### config.mk
export PLATFORM = sky130hd
export DESIGN_NAME = mem_stage
export DESIGN_NICKNAME = d
export VERILOG_FILES = /design/src/rtl/mem_stage.sv
export SDC_FILE = /design/constraint.sdc
export NUM_CORES = 1
export LEC_CHECK = 0
export ABC_AREA = 0
export BUFFER_PORTS_ARGS = -buffer_cell sky130_fd_sc_hd__buf_4
export CAP_MARGIN = 30
export CELL_PAD_IN_SITES_DETAIL_PLACEMENT = 0
export CELL_PAD_IN_SITES_GLOBAL_PLACEMENT = 1
export CORE_MARGIN = 2
export CORE_UTILIZATION = 36
export CTS_BUF_LIST = sky130_fd_sc_hd__clkbuf_4 sky130_fd_sc_hd__clkbuf_8 sky130_fd_sc_hd__clkbuf_16
export DETAILED_ROUTE_END_ITERATION = 6
export PLACE_DENSITY = 0.77
export SYNTH_ARGS = -nofsm -noshare
export SYNTH_HDL_FRONTEND = slang
export SYNTH_SLANG_ARGS = --single-unit
### constraint.sdc
create_clock -name clk -period 2.7 [get_ports clk]
set_clock_uncertainty 0.05 [all_clocks]
set_input_delay 0.54 -clock clk [delete_from_list [all_inputs] [get_ports clk]]
set_output_delay 0.54 -clock clk [all_outputs]
set_load 0.02 [all_outputs]
### src/rtl/mem_stage.sv
// rtl/mem_stage.sv - MEM pipeline stage: word load/store over a req/ready data bus, alignment check, MEM register
module mem_stage #(
  parameter int DATA_W = 32,
  parameter int ADDR_W = 30,
  parameter int REG_W = 5,
  parameter int EXP_W = 3,
  parameter logic [EXP_W-1:0] EXP_NONE = 3'd0,
  parameter logic [EXP_W-1:0] EXP_MISALIGN = 3'd4
) (
  input  logic              clk,
  input  logic              reset_,
  input  logic              IntDetect,
  input  logic              Stall,
  input  logic              Flush,
  input  logic [ADDR_W-1:0] EXPC,
  input  logic              EXEn,
  input  logic [1:0]        EXMemOp,
  input  logic [DATA_W-1:0] EXMemWrData,
  input  logic [1:0]        EXCtrlOp,
  input  logic [REG_W-1:0]  EXDstAddr,
  input  logic              EXGPRWE_,
  input  logic [EXP_W-1:0]  EXExpCode,
  input  logic [DATA_W-1:0] EXOut,
  output logic              BusReq,
  output logic              BusRW,
  output logic [ADDR_W-1:0] BusAddr,
  output logic [DATA_W-1:0] BusWrData,
  input  logic [DATA_W-1:0] BusRdData,
  input  logic              BusRdy,
  output logic              MemBusy,
  output logic [ADDR_W-1:0] MEMPC,
  output logic              MEMEn,
  output logic [1:0]        MEMCtrlOp,
  output logic [REG_W-1:0]  MEMDstAddr,
  output logic              MEMGPRWE_,
  output logic [EXP_W-1:0]  MEMExpCode,
  output logic [DATA_W-1:0] MEMOut
);

  typedef enum logic [1:0] {S_IDLE, S_WAIT, S_DONE, S_DRAIN} state_t;

  typedef struct packed {
    logic [ADDR_W-1:0] pc;
    logic              en;
    logic [1:0]        ctrl;
    logic [REG_W-1:0]  dst;
    logic              gprwe_n;
    logic [EXP_W-1:0]  exp;
    logic [DATA_W-1:0] out;
  } mem_reg_t;

  localparam logic [1:0] OP_LW = 2'b01;
  localparam logic [1:0] OP_SW = 2'b10;
  localparam mem_reg_t MEM_BUBBLE = '{pc: '0, en: 1'b0, ctrl: 2'b00, dst: '0,
                                      gprwe_n: 1'b1, exp: EXP_NONE, out: '0};

  state_t            state_q, state_d;
  mem_reg_t          mem_q, mem_d;
  logic [DATA_W-1:0] hold_q, hold_d;
  logic              req_rw_q, req_rw_d;
  logic [ADDR_W-1:0] req_addr_q, req_addr_d;
  logic [DATA_W-1:0] req_wdata_q, req_wdata_d;

  logic is_mem, chk_ok, misalign, want, kill, cap_req;
  logic bus_req_st, do_bubble, do_load, use_bus_data, use_hold_data, capture_hold;
  logic [EXP_W-1:0] exp_sel;

  assign is_mem   = (EXMemOp == OP_LW) || (EXMemOp == OP_SW);
  assign chk_ok   = EXEn && is_mem && (EXExpCode == EXP_NONE);
  assign misalign = chk_ok && (EXOut[1:0] != 2'b00);
  assign want     = chk_ok && (EXOut[1:0] == 2'b00) && !IntDetect && !Flush;
  assign kill     = Flush || IntDetect;
  assign cap_req  = (state_q == S_IDLE) && want;

  // Request fields are latched at issue so they stay put even if EX is flushed mid-transfer.
  assign BusReq    = bus_req_st && !reset_;
  assign BusRW     = (state_q == S_IDLE) ? (EXMemOp == OP_LW) : req_rw_q;
  assign BusAddr   = (state_q == S_IDLE) ? EXOut[ADDR_W+1:2] : req_addr_q;
  assign BusWrData = (state_q == S_IDLE) ? EXMemWrData : req_wdata_q;
  assign MemBusy   = BusReq && !BusRdy;

  always_ff @(posedge clk) begin
    if (reset_) state_q <= S_IDLE;
    else        state_q <= state_d;
  end

  always_comb begin
    state_d = state_q;
    case (state_q)
      S_IDLE:  if (want) state_d = BusRdy ? (Stall ? S_DONE : S_IDLE) : S_WAIT;
      S_WAIT: begin
        if (BusRdy)    state_d = (Stall && !kill) ? S_DONE : S_IDLE;
        else if (kill) state_d = S_DRAIN;
      end
      S_DONE:  if (kill || !Stall) state_d = S_IDLE;
      S_DRAIN: if (BusRdy) state_d = S_IDLE;
      default: state_d = S_IDLE;
    endcase
  end

  always_comb begin
    bus_req_st    = 1'b0;
    do_bubble     = 1'b0;
    do_load       = 1'b0;
    use_bus_data  = 1'b0;
    use_hold_data = 1'b0;
    capture_hold  = 1'b0;
    case (state_q)
      S_IDLE: begin
        bus_req_st = want;
        if (kill) do_bubble = 1'b1;
        else if (!(want && !BusRdy)) begin
          if (!Stall) begin
            do_load      = 1'b1;
            use_bus_data = want && (EXMemOp == OP_LW);
          end else begin
            capture_hold = want;
          end
        end
      end
      S_WAIT: begin
        bus_req_st = 1'b1;
        if (kill) do_bubble = 1'b1;
        else if (BusRdy) begin
          if (!Stall) begin
            do_load      = 1'b1;
            use_bus_data = req_rw_q;
          end else begin
            capture_hold = 1'b1;
          end
        end
      end
      S_DONE: begin
        if (kill) do_bubble = 1'b1;
        else if (!Stall) begin
          do_load       = 1'b1;
          use_hold_data = req_rw_q;
        end
      end
      S_DRAIN: begin
        bus_req_st = 1'b1;
        do_bubble  = BusRdy || kill;
      end
      default: do_bubble = 1'b1;
    endcase
  end

  assign exp_sel = misalign ? EXP_MISALIGN : EXExpCode;

  always_comb begin
    mem_d = mem_q;
    if (do_bubble) begin
      mem_d = MEM_BUBBLE;
    end else if (do_load) begin
      mem_d.pc      = EXPC;
      mem_d.en      = EXEn;
      mem_d.ctrl    = EXCtrlOp;
      mem_d.dst     = EXDstAddr;
      mem_d.exp     = exp_sel;
      mem_d.gprwe_n = (exp_sel != EXP_NONE) ? 1'b1 : EXGPRWE_;
      mem_d.out     = use_bus_data ? BusRdData : (use_hold_data ? hold_q : EXOut);
    end
  end

  assign hold_d      = capture_hold ? BusRdData : hold_q;
  assign req_rw_d    = cap_req ? (EXMemOp == OP_LW) : req_rw_q;
  assign req_addr_d  = cap_req ? EXOut[ADDR_W+1:2] : req_addr_q;
  assign req_wdata_d = cap_req ? EXMemWrData : req_wdata_q;

  always_ff @(posedge clk) begin
    if (reset_) begin
      mem_q       <= MEM_BUBBLE;
      hold_q      <= '0;
      req_rw_q    <= 1'b0;
      req_addr_q  <= '0;
      req_wdata_q <= '0;
    end else begin
      mem_q       <= mem_d;
      hold_q      <= hold_d;
      req_rw_q    <= req_rw_d;
      req_addr_q  <= req_addr_d;
      req_wdata_q <= req_wdata_d;
    end
  end

  assign MEMPC      = mem_q.pc;
  assign MEMEn      = mem_q.en;
  assign MEMCtrlOp  = mem_q.ctrl;
  assign MEMDstAddr = mem_q.dst;
  assign MEMGPRWE_  = mem_q.gprwe_n;
  assign MEMExpCode = mem_q.exp;
  assign MEMOut     = mem_q.out;

endmodule

==> Yosys cells after proc, flatten, opt, wreduce, memory -nomap -nowiden <==
Cells that the tools add are included.
{ "op_classes": {"n_eq_ne": 9, "n_shift": 0, "mul": 0, "order_cmp": 0, "div_mod_pow": 0, "add_sub_neg": 0, "bitwise_logic": 0, "reduce_logical": 31, "n_mux": 42} }
{ "ops": {"columns": ["operator", "n"], "rows": [
  ["32-bit 2-to-1 mux", 3],
  ["30-bit 2-to-1 mux", 1],
  ["1-bit 2-to-1 mux", 23],
  ["2-bit 2-to-1 mux", 8],
  ["1-bit logical AND", 12],
  ["1-bit case mux with 2 select lines", 4],
  ["2-bit case mux with 4 select lines", 1],
  ["2-bit == test (second input constant)", 3],
  ["1-bit logical NOT", 6],
  ["2-bit inequality test (second input constant)", 3],
  ["2-bit by 1-bit == test with 1-bit output (second input constant)", 2],
  ["2-bit logical NOT", 2],
  ["1-bit logical OR", 4],
  ["4-bit AND reduction", 1],
  ["2-bit OR reduction", 2],
  ["3-bit logical NOT", 1],
  ["3-bit 2-to-1 mux", 1],
  ["3-bit inequality test (second input constant)", 1],
  ["1-bit case mux with 3 select lines", 1],
  ["3-bit nonzero test", 1],
  ["3-bit OR reduction", 1],
  ["2-bit nonzero test", 1]
]} }
{ "totals": {"latch_bits": 0, "inputBits": 146, "romBits": 0, "regBits": 171, "ram_bits": 0, "n_memories": 0} }

==> Logic depth before layout (Yosys ltp) <==
Gate-level depths: netlist of the first run.
{ "logic_depth": {"depth_word": 13, "ltp_mapped": 8} }

==> Worst setup path before layout of the first run <==
Ideal clock, no wire load.
{ "synth_timing": {"kind": "in2out", "from": "input EXMemOp[1]", "to": "output MemBusy", "required_ps": 2110, "t_arrival_ps": 2164, "slack_ps": -54, "n_path_buf": 1, "path_stages": 7, "path_cell_list": "inv_1 ha_1 nor4b_2 and3_1 buf_2 nor2_1 nor3_1"} }
{ "synth_between": {"elab_chain_cells": 10, "elab_cells_between_ends": 11} }
{ "synth_lines": {"columns": ["element", "line_no", "rtl"], "rows": [
  ["from (decl)", "17", "input logic [1:0] EXMemOp,"],
  ["2-bit by 1-bit == test with 1-bit output or 2-bit == test (tied branches)", "68", "assign is_mem = (EXMemOp == OP_LW) || (EXMemOp == OP_SW);"],
  ["1-bit logical OR *", "68", null],
  ["1-bit logical AND * (2 in a row)", "69", "assign chk_ok = EXEn && is_mem && (EXExpCode == EXP_NONE);"],
  ["1-bit logical AND * (3 in a row)", "71", "assign want = chk_ok && (EXOut[1:0] == 2'b00) && !IntDetect && !Flush;"],
  ["1-bit case mux with 2 select lines *", "108", "case (state_q)"],
  ["1-bit logical AND *", "76", "assign BusReq = bus_req_st && !reset_;"],
  ["1-bit logical AND *", "80", "assign MemBusy = BusReq && !BusRdy;"],
  ["to (decl)", "30", "output logic MemBusy,"]
]} }
Mark *: on every way between the ends. The rest lies on a longest branch, timed or not.

==> Final worst setup path of the first run <==
{ "layout_timing": {"from": "register state_q[0]", "to": "output BusAddr[18]"} }
{ "layout_between": {"elab_chain_cells": 2} }
{ "layout_lines": {"columns": ["element", "line_no", "rtl"], "rows": [
  ["from (decl)", "57", "state_t state_q, state_d;"],
  ["from (signal assigned)", "84", "else state_q <= state_d;"],
  ["2-bit logical NOT", "78", "assign BusAddr = (state_q == S_IDLE) ? EXOut[ADDR_W+1:2] : req_addr_q;"],
  ["30-bit 2-to-1 mux", "78", null],
  ["to (decl)", "26", "output logic [ADDR_W-1:0] BusAddr,"]
]} }
Every way passes these cells.

==> results of run 1 <==
sequential cells by signal, indices dropped and copies added (netlist names), 2 cells and up:
signal,cells
hold_q,32
state_q,2
MEMOut,32
req_addr_q,30
MEMCtrlOp,2
MEMExpCode,3
MEMPC,30
req_wdata_q,32
MEMDstAddr,5
worst max-delay path: cells and delay by family, from the launching register on:
family	cells	cell delay, ns
DFF	1	0.49
muxes	1	0.40
buffers and inverters	2	0.45
and+or+nand+nor	1	0.21
cells by family after synthesis:
| logic type | Yosys count | share of synthesized area [%] |
|---|---|---|
| and+or+nand+nor | 238 | 13.92 |
| adders and majority gates | 1 | 0.1567 |
| DFF | 171 | 42.89 |
| muxes | 63 | 8.889 |
| buffers and inverters | 106 | 5.597 |
| AOI/OAI and AO/OA | 381 | 28.55 |
worst max path at each step:
stage / to / slack [ns] / cells past startpoint
floorplan: BusReq / 0.11 / 7
global placement: MEMGPRWE_$_SDFFE_PP1P_ / -0.06 / 7
detailed placement: MEMGPRWE_$_SDFFE_PP1P_ / -0.08 / 7
CTS: MemBusy / 0.03 / 7
global route: MemBusy / 0.01 / 7
finish: BusAddr[18] / 0.08 / 4
cells in the final DEF (no fill, tap or decap), types with 9 or more instances in the layout:
master	netlist	layout
buf_4	0	316
a2111oi_0	32	32
o211ai_1	33	33
o21ai_0	76	75
nand3_1	75	73
mux2_2	63	63
clkbuf_16	0	17
nand2_1	126	126
a21boi_0	32	32
buf_12	0	9
a21oi_1	172	171
dfxtp_1	171	171
o31ai_1	32	32
power breakdown:
group / internal, mW / switching, mW / total (mW)
Combinational: 0.297 / 0.314 / 0.611
Sequential: 2.53 / 0.00497 / 2.53
Clock: 1.33 / 1.20 / 2.53
Total: 4.15 / 1.52 / 5.67
layer usage:
layer	share of wire, %	vias to the layer above	track usage, %
met5	0.056	-	0
met4	1.0	2	5.776
met3	6.1	23	4.621
met2	47	298	38.05
met1	46	3991	32.28
li1	-	3986	-
cell type report:
| cell class | count | area (µm²) | share of cell area [%] |
|---|---|---|---|
| inverters | 3 | 11.26 | 0.1010 |
| clock inverters | 15 | 173.9 | 1.560 |
| well taps | 280 | 350.3 | 3.142 |
| clock buffers | 17 | 425.4 | 3.816 |
| repair buffers | 325 | 2552 | 22.89 |
| multi-input cells | 683 | 4213 | 37.78 |
| flip-flops and latches | 171 | 3423 | 30.70 |
timing repair:
item / in CTS / in global routing
setup endpoints to repair: 0 / 2
endpoints found under the hold margin: 0 / 0
hold buffers: 0 / 0
gates resized for setup: 0 / 3
metrics by stage:
step | cell area, µm² | setup TNS [ns] | hold WS, ns | total power, mW | setup WS, ns
6_report | 11150 | 0 | 0.3044 | 5.672 | 0.08281
5_1_grt | 11150 | 0 | 0.2898 | 5.861 | 0.01073
2_1_floorplan | 7986 | 0 | 0.3838 | 2.843 | 0.1123
4_1_cts | 11130 | 0 | 0.2905 | 5.709 | 0.03227
3_5_place_dp | 10530 | -0.6416 | 0.3940 | 3.204 | -0.07783
3_3_place_gp | 10530 | -0.4692 | 0.3894 | 3.203 | -0.05923
==> impl_metrics.ini, run 1 <==
[outcome]
status = completed

[synth]
ys_warn_count = 0
synth_common_cells = a21oi_1, dfxtp_1, nand2_1
netlist_top_cells_area = dfxtp_1, a21oi_1, mux2_2
yosysMostFrequentCell = a21oi_1
ys_seq_elements = 171
synth_cells = 960
yosysSeqAreaShare_pct = 42.89
yosys.area.top_type_share_pct = 42.89
synth_cell_types = 37
synth_edf_count = 0
async_flop_share_pct = 0
synth_ff_type = dfxtp_1
yosysTopAreaCell = dfxtp_1
syn_nets = 1107
synth_area_per_cell_um2 = 8.314
syn-cell-area_um2 = 7981

[layout]
fin_cells = 1494
fin_util_pct = 51.09
final_layout_size_suffix_gt1_share_pct = 36.08
antenna_cells = 0
fill_cells = 2137
nNetsFinal = 1348
area_growth_pct = 39.69

[critical_path]
worstSetupPathType = reg -> out
crit_path_max_incr_delay_ns = 0.49
r2r_end = MEMOut[26]$_SDFFE_PP0P_
worstPathMaxFanout = 53
crit_arrival_ns = 2.03
r2r_start = state_q[0]$_SDFFE_PP0P_
cp_slowest_cell = dfxtp_1
ff2ff_setup_slack_ns = 0.36
critPathLaunchType = register
setup.worst_path.start = state_q[0]$_SDFFE_PP0P_
cp.required_ns = 2.11
cp_cell_sequence = nor2_4 -> buf_12 -> mux2_2 -> buf_4
cp-end-kind = output pin
r2r_cells = 5

[clock_network]
cts_made_buffers = 17
clk_path_buf_depth = 2
cts.sinks = 171
cts_tree = done
clkLatencyLatePin_ns = 0.43
cts_setup_buffers = 0
clkSlewWorstSetupHoldPaths_ns = 0.08
htree_levels = 4
clockRootBuffer = clkbuf_16

[placed_design]
hpwlAfterDp_um = 18890
finalWeightedCongestion = 0.7783
io_buffer_count = 284
place_inst = 1462

[route]
wirelength_um = 28480
drt-pass1-iter-count = 5
antenna_left = 0
vias = 8300
vias_per_cell = 5.556
drt_iter0_drc = 594
avgRoutedWirePerCell_um = 19.06
route.detailed.drc = 0

[hold_path]
worstHoldStart = EXMemWrData[5]
hold_depth = 3
holdPathEnd = req_wdata_q[5]$_SDFFE_PP0P_
hold_class = in -> reg

[sta]
hold_viol = 0
worstMarginPinSlew_ns = 0.8626
max_slew_margin_pct = 42.37
rsz0062_at_grt = false
setup_viol = 0
fin_crit_ns = 2.617
period_share_pct = 96.93
drv_slew = 0
clock.fmax_mhz = 382.1

[grt]
grt_use_total_pct = 23.49
overflow = 0
grt_pass1_vias = 7838
grt_max_degree = 64
grt_pass1_wl_um = 44620
antenna_found_initial = 1

[job]
max-cap-violations = 0

[power_and_ir_drop]
power.leakage_nw = 4.210
p_per_area_nw_per_um2 = 508.8
vdd_drop_max_uv = 329.5

[floorplan]
die_x_um = 152.9
ios = 285
design.core.area_um2 = 21820
rows = 54
start_util_pct = 36.57
dieHeight_um = 152.9
dieArea_um2 = 23380
Note: power is estimated with default switching activity, not from simulation.
==> run 2: changes to the inputs <==
--- a/config.mk
+++ b/config.mk
@@ -15,6 +15,8 @@
 export CTS_BUF_LIST = sky130_fd_sc_hd__clkbuf_4 sky130_fd_sc_hd__clkbuf_8 sky130_fd_sc_hd__clkbuf_16
 export DETAILED_ROUTE_END_ITERATION = 6
 export PLACE_DENSITY = 0.77
+export REMOVE_ABC_BUFFERS = 1
+export SKIP_LAST_GASP = 1
 export SYNTH_ARGS = -nofsm -noshare
 export SYNTH_HDL_FRONTEND = slang
 export SYNTH_SLANG_ARGS = --single-unit
==> impl_metrics.ini, run 2 (synthesized netlist as in run 1, its figures left out) <==
[placed_design]
io_buffer_count = 284
finalWeightedCongestion = 0.7587
hpwlAfterDp_um = 19190

[power_and_ir_drop]
power.leakage_nw = 4.243
p_per_area_nw_per_um2 = 507.9
power_mw = 5.686
vdd_drop_max_uv = 427.8

[critical_path]
worstPathMaxFanout = 3
cp_cell_sequence = buf_4 -> ha_1 -> buf_4 -> nor4b_2 -> and3_2 -> nor2_1 -> nor3_1 -> buf_4
cp_slowest_cell = nor4b_2
crit_arrival_ns = 2.07
critPathLaunchType = input pin
cp.required_ns = 2.11
cp-end-kind = output pin
crit_path_max_incr_delay_ns = 0.32
critPathMostFrequentCell = buf_4
worstSetupPathType = in -> out

[layout]
multi_input_area_um2 = 4197
area_growth_pct = 40.29
final_layout_size_suffix_gt1_share_pct = 36.16
fill_cells = 2086
fin_util_pct = 51.31
layout_commonest_cell = buf_4
seq_area_um2 = 3425
final_cell_mix = buf_4, a21oi_1, dfxtp_1
nNetsFinal = 1348

[clock_network]
htree_levels = 4
clk_path_buf_depth = 2
clockRootBuffer = clkbuf_16
clkLatencyLatePin_ns = 0.42
ctsHoldBuffers = 0
clkSlewWorstSetupHoldPaths_ns = 0.07
cts_made_buffers = 17
cts.sinks = 171
cts_tree = done

[route]
antenna_left = 0
wirelength_um = 28780
drt_iter0_drc = 564
route.detailed.drc = 0
wl_met3_um = 2428
highest_layer = met4
wl_met1_um = 12610
avgRoutedWirePerCell_um = 19.25
vias_per_cell = 5.494
vias = 8214
wl_met2_um = 13460
drt-pass1-iter-count = 5

[grt]
grt_pass1_wl_um = 44170
grt_pass1_vias = 7808
grt_use_total_pct = 23.43
antenna_found_initial = 0
overflow = 0
grt_max_degree = 77

[hold_path]
hold_class = in -> reg

[floorplan]
dieArea_um2 = 23380
dieHeight_um = 152.9
start_util_pct = 36.57
rows = 54
ios = 285
die_x_um = 152.9
design.core.area_um2 = 21820

[job]
max-cap-violations = 0

[sta]
clock.fmax_mhz = 376.2
setup_viol = 0
worstMarginPinSlew_ns = 0.9459
timing.setup.tns_ns = 0
max_slew_margin_pct = 36.94
hold_viol = 0
rsz0062_at_grt = true
period_share_pct = 98.44
drv_slew = 0
fin_crit_ns = 2.658

[outcome]
status = completed
[run 2: cell count changes in the layout (fill, tap and decap cells not counted), moves of 2 or more]
cell	change
inv_6	-3
inv_8	-3
clkinv_8	-2
buf_4	-4
clkinv_2	+4
and3_2	+2
buf_12	+3
clkinv_4	+2
bufinv_16	+2
[run 2: power breakdown]
part	switching [mW]	internal, mW	total (mW)
logic	0.311	0.298	0.609
registers	0.00466	2.53	2.53
clock network	1.07	1.47	2.54
[run 2: timing repair]
item / CTS / global route
gates resized for setup: 0 / 6
endpoints found under the setup margin: 0 / 52
setup buffers: 0 / 0
endpoints found under the hold margin: 0 / 0
[run 2: through the flow]
| stage | area (µm²) | cells | hold WS [ns] | worst slack, ns |
|---|---|---|---|---|
| floorplan | 7546 | 857 | 0.3778 | -2.020 |
| global placement | 10560 | 1461 | 0.3892 | -0.06081 |
| detailed placement | 10560 | 1461 | 0.3971 | -0.06791 |
| CTS | 11160 | 1493 | 0.2965 | 0.02423 |
| global route | 11190 | 1494 | 0.2954 | -0.008152 |
| finish | 11200 | 1495 | 0.3160 | 0.04211 |
[run 2: routing by layer]
metal | track usage (%) | vias up
li1 | - | 3987
met1 | 30.51 | 3872
met2 | 37.86 | 338
met3 | 8.109 | 17
met4 | 4.850 | 0
met5 | 0 | -
[run 2: final timing paths]
path / to / start / slack [ns] / cells after the start
max: MemBusy / EXMemOp[0] / 0.04 / 8
min: req_wdata_q[16]$_SDFFE_PP0P_ / EXMemWrData[16] / 0.32 / 3
max reg2reg: MEMOut[8]$_SDFFE_PP0P_ / state_q[1]$_SDFFE_PP0P_ / 0.40 / 5
min reg2reg: req_addr_q[3]$_SDFFE_PP0P_ / req_addr_q[3]$_SDFFE_PP0P_ / 0.40 / 2
[run 2: final cells by class]
cell class	count	share of cell area, %
tap	280	3.129
multi-input combinational	683	37.48
sequential	171	30.58
inverter	3	0.1006
clock inverter	14	1.531
clock buffer	18	3.866
timing repair buffer	325	23.29
antenna	1	0.02235
[run 2: worst max-delay path, delay by kind of cell]
| kind | cells | cell delay, ns |
|---|---|---|
| buf+inv | 3 | 0.42 |
| simple gates | 4 | 0.79 |
| fa+ha+maj | 1 | 0.31 |
==> run 3: changes to the inputs <==
--- a/config.mk
+++ b/config.mk
@@ -8,10 +8,8 @@
 export ABC_AREA = 0
 export BUFFER_PORTS_ARGS = -buffer_cell sky130_fd_sc_hd__buf_4
 export CAP_MARGIN = 30
-export CELL_PAD_IN_SITES_DETAIL_PLACEMENT = 0
-export CELL_PAD_IN_SITES_GLOBAL_PLACEMENT = 1
 export CORE_MARGIN = 2
-export CORE_UTILIZATION = 36
+export CORE_UTILIZATION = 50
 export CTS_BUF_LIST = sky130_fd_sc_hd__clkbuf_4 sky130_fd_sc_hd__clkbuf_8 sky130_fd_sc_hd__clkbuf_16
 export DETAILED_ROUTE_END_ITERATION = 6
 export PLACE_DENSITY = 0.77
==> impl_metrics.ini, run 3 (synthesized netlist as in run 1, its figures left out) <==
[floorplan]
dieHeight_um = 130.3
ios = 285
design.core.area_um2 = 15770
rows = 46
die_x_um = 130.3
dieArea_um2 = 16990
start_util_pct = 50.61

[clock_network]
clkLatencyLatePin_ns = 0.43
clkSlewWorstSetupHoldPaths_ns = 0.07
htree_levels = 4
clockRootBuffer = clkbuf_16
ctsHoldBuffers = 0
cts_tree = done
cts.sinks = 171
cts_made_buffers = 17
clk_path_buf_depth = 2

[critical_path]
ff2ff_setup_slack_ns = 0.35
crit_arrival_ns = 2.00
worstSetupPathType = reg -> out
cp.required_ns = 2.11
cp-end-kind = output pin
r2r_cells = 5
worstPathMaxFanout = 21
critPathLaunchType = register

[layout]
nNetsFinal = 1349
final_layout_size_suffix_gt1_share_pct = 36.05
design_area_um2 = 11080
layout_commonest_cell = buf_4
final_cell_mix = buf_4, dfxtp_1, a21oi_1
area_growth_pct = 38.77

[power_and_ir_drop]
p_comb_share_pct = 10.9
vdd_drop_max_uv = 429.9
swShare_pct = 24.49
seq_power_share_pct = 45.6
power.internal_mw = 4.199
netSwitchingPower_mw = 1.362
power_mw = 5.561
p_per_area_nw_per_um2 = 502.1
pwr-share-clk_pct = 43.5
power.leakage_nw = 4.234

[sta]
rsz0062_at_grt = false
setup_viol = 0
clock.fmax_mhz = 385.7
worstMarginPinSlew_ns = 0.8462
fin_crit_ns = 2.593
period_share_pct = 96.04
max_slew_margin_pct = 43.46
hold_viol = 0
drv_slew = 0

[route]
vias_per_cell = 5.838
drt-pass1-iter-count = 5
route.detailed.drc = 0
antenna_left = 0
vias = 8360
avgRoutedWirePerCell_um = 18.71
wirelength_um = 26790
drt_iter0_drc = 515

[hold_path]
hold_depth = 3
hold_class = in -> reg

[grt]
grt_pass1_vias = 7904
grt_max_degree = 81
grt_pass1_wl_um = 40830
grt_use_total_pct = 30.54
overflow = 0
antenna_found_initial = 1

[placed_design]
place_area_um2 = 10470
hpwlAfterDp_um = 17980
io_buffer_count = 284
finalWeightedCongestion = 0.8263

[outcome]
status = completed

[job]
max-cap-violations = 0
run 3: cell count changes in the layout (fill, tap and decap cells not counted), sizes merged:
cell      previous run  this run
inv                  5         6
buf                324       326
bufinv               3         1
clkinvlp             2         0
clkbuf              19        21
run 3: path summary, 6_finish.rpt:
check	startpoint	end
setup / recovery	state_q[0]$_SDFFE_PP0P_	BusRW
setup reg to reg	state_q[0]$_SDFFE_PP0P_	MEMPC[12]$_SDFFE_PP0P_
hold reg to reg	req_wdata_q[2]$_SDFFE_PP0P_	req_wdata_q[2]$_SDFFE_PP0P_
hold / removal	EXMemWrData[6]	req_wdata_q[6]$_SDFFE_PP0P_
run 3: layout make-up:
cell class                      instances  area (µm²)
Fill cell                            1307        4695
Multi-Input combinational cell        683        4204
Sequential cell                       171        3423
Timing Repair Buffer                  326        2580
Clock buffer                           21       474.2
Tap cell                              216       270.3
Clock inverter                         11       110.1
Inverter                                3       11.26
Antenna cell                            1       2.502
run 3: worst max-delay path: stages (launching register included):
cell and delay (ns):
dfxtp_1 0.48, nor2_4 0.19, buf_4 0.33, mux2_2 0.40, buf_4 0.16
run 3: through the flow:
step | setup slack (ns) | hold slack [ns] | utilization (%) | setup TNS (ns) | instances
final | 0.1071 | 0.3030 | 70.23 | 0 | 1432
after global routing | 0.02793 | 0.2958 | 70.22 | 0 | 1431
after CTS | 0.03158 | 0.2904 | 70.12 | 0 | 1431
after detailed placement | -0.1094 | 0.3944 | 66.42 | -0.8892 | 1399
after global placement | -0.06855 | 0.3891 | 66.24 | -0.3084 | 1398
after floorplan | -2.020 | 0.3778 | - | -268.18 | 857
run 3: power groups by stage:
stage	clock network (mW)	registers (mW)	logic [mW]
floorplan	0	2.60	0.211
global route	2.55	2.53	0.647
global placement	0	2.59	0.592
detailed placement	0	2.59	0.600
CTS	2.45	2.54	0.603
finish	2.42	2.54	0.607
run 3: metal layers:
metal / vias to the layer above / routed length, µm / GRT usage [%]
met5: - / 0 / 0
met4: 0 / 495 / 11.58
met3: 35 / 2600 / 9.799
met2: 375 / 12940 / 50.88
met1: 3955 / 10750 / 37.01
li1: 3995 / - / -
run 3: repair_timing:
action	in CTS	in global routing
buffers inserted	0	0
endpoints found under the hold margin	0	0
endpoints found under the setup margin	0	1
resized for setup	0	2
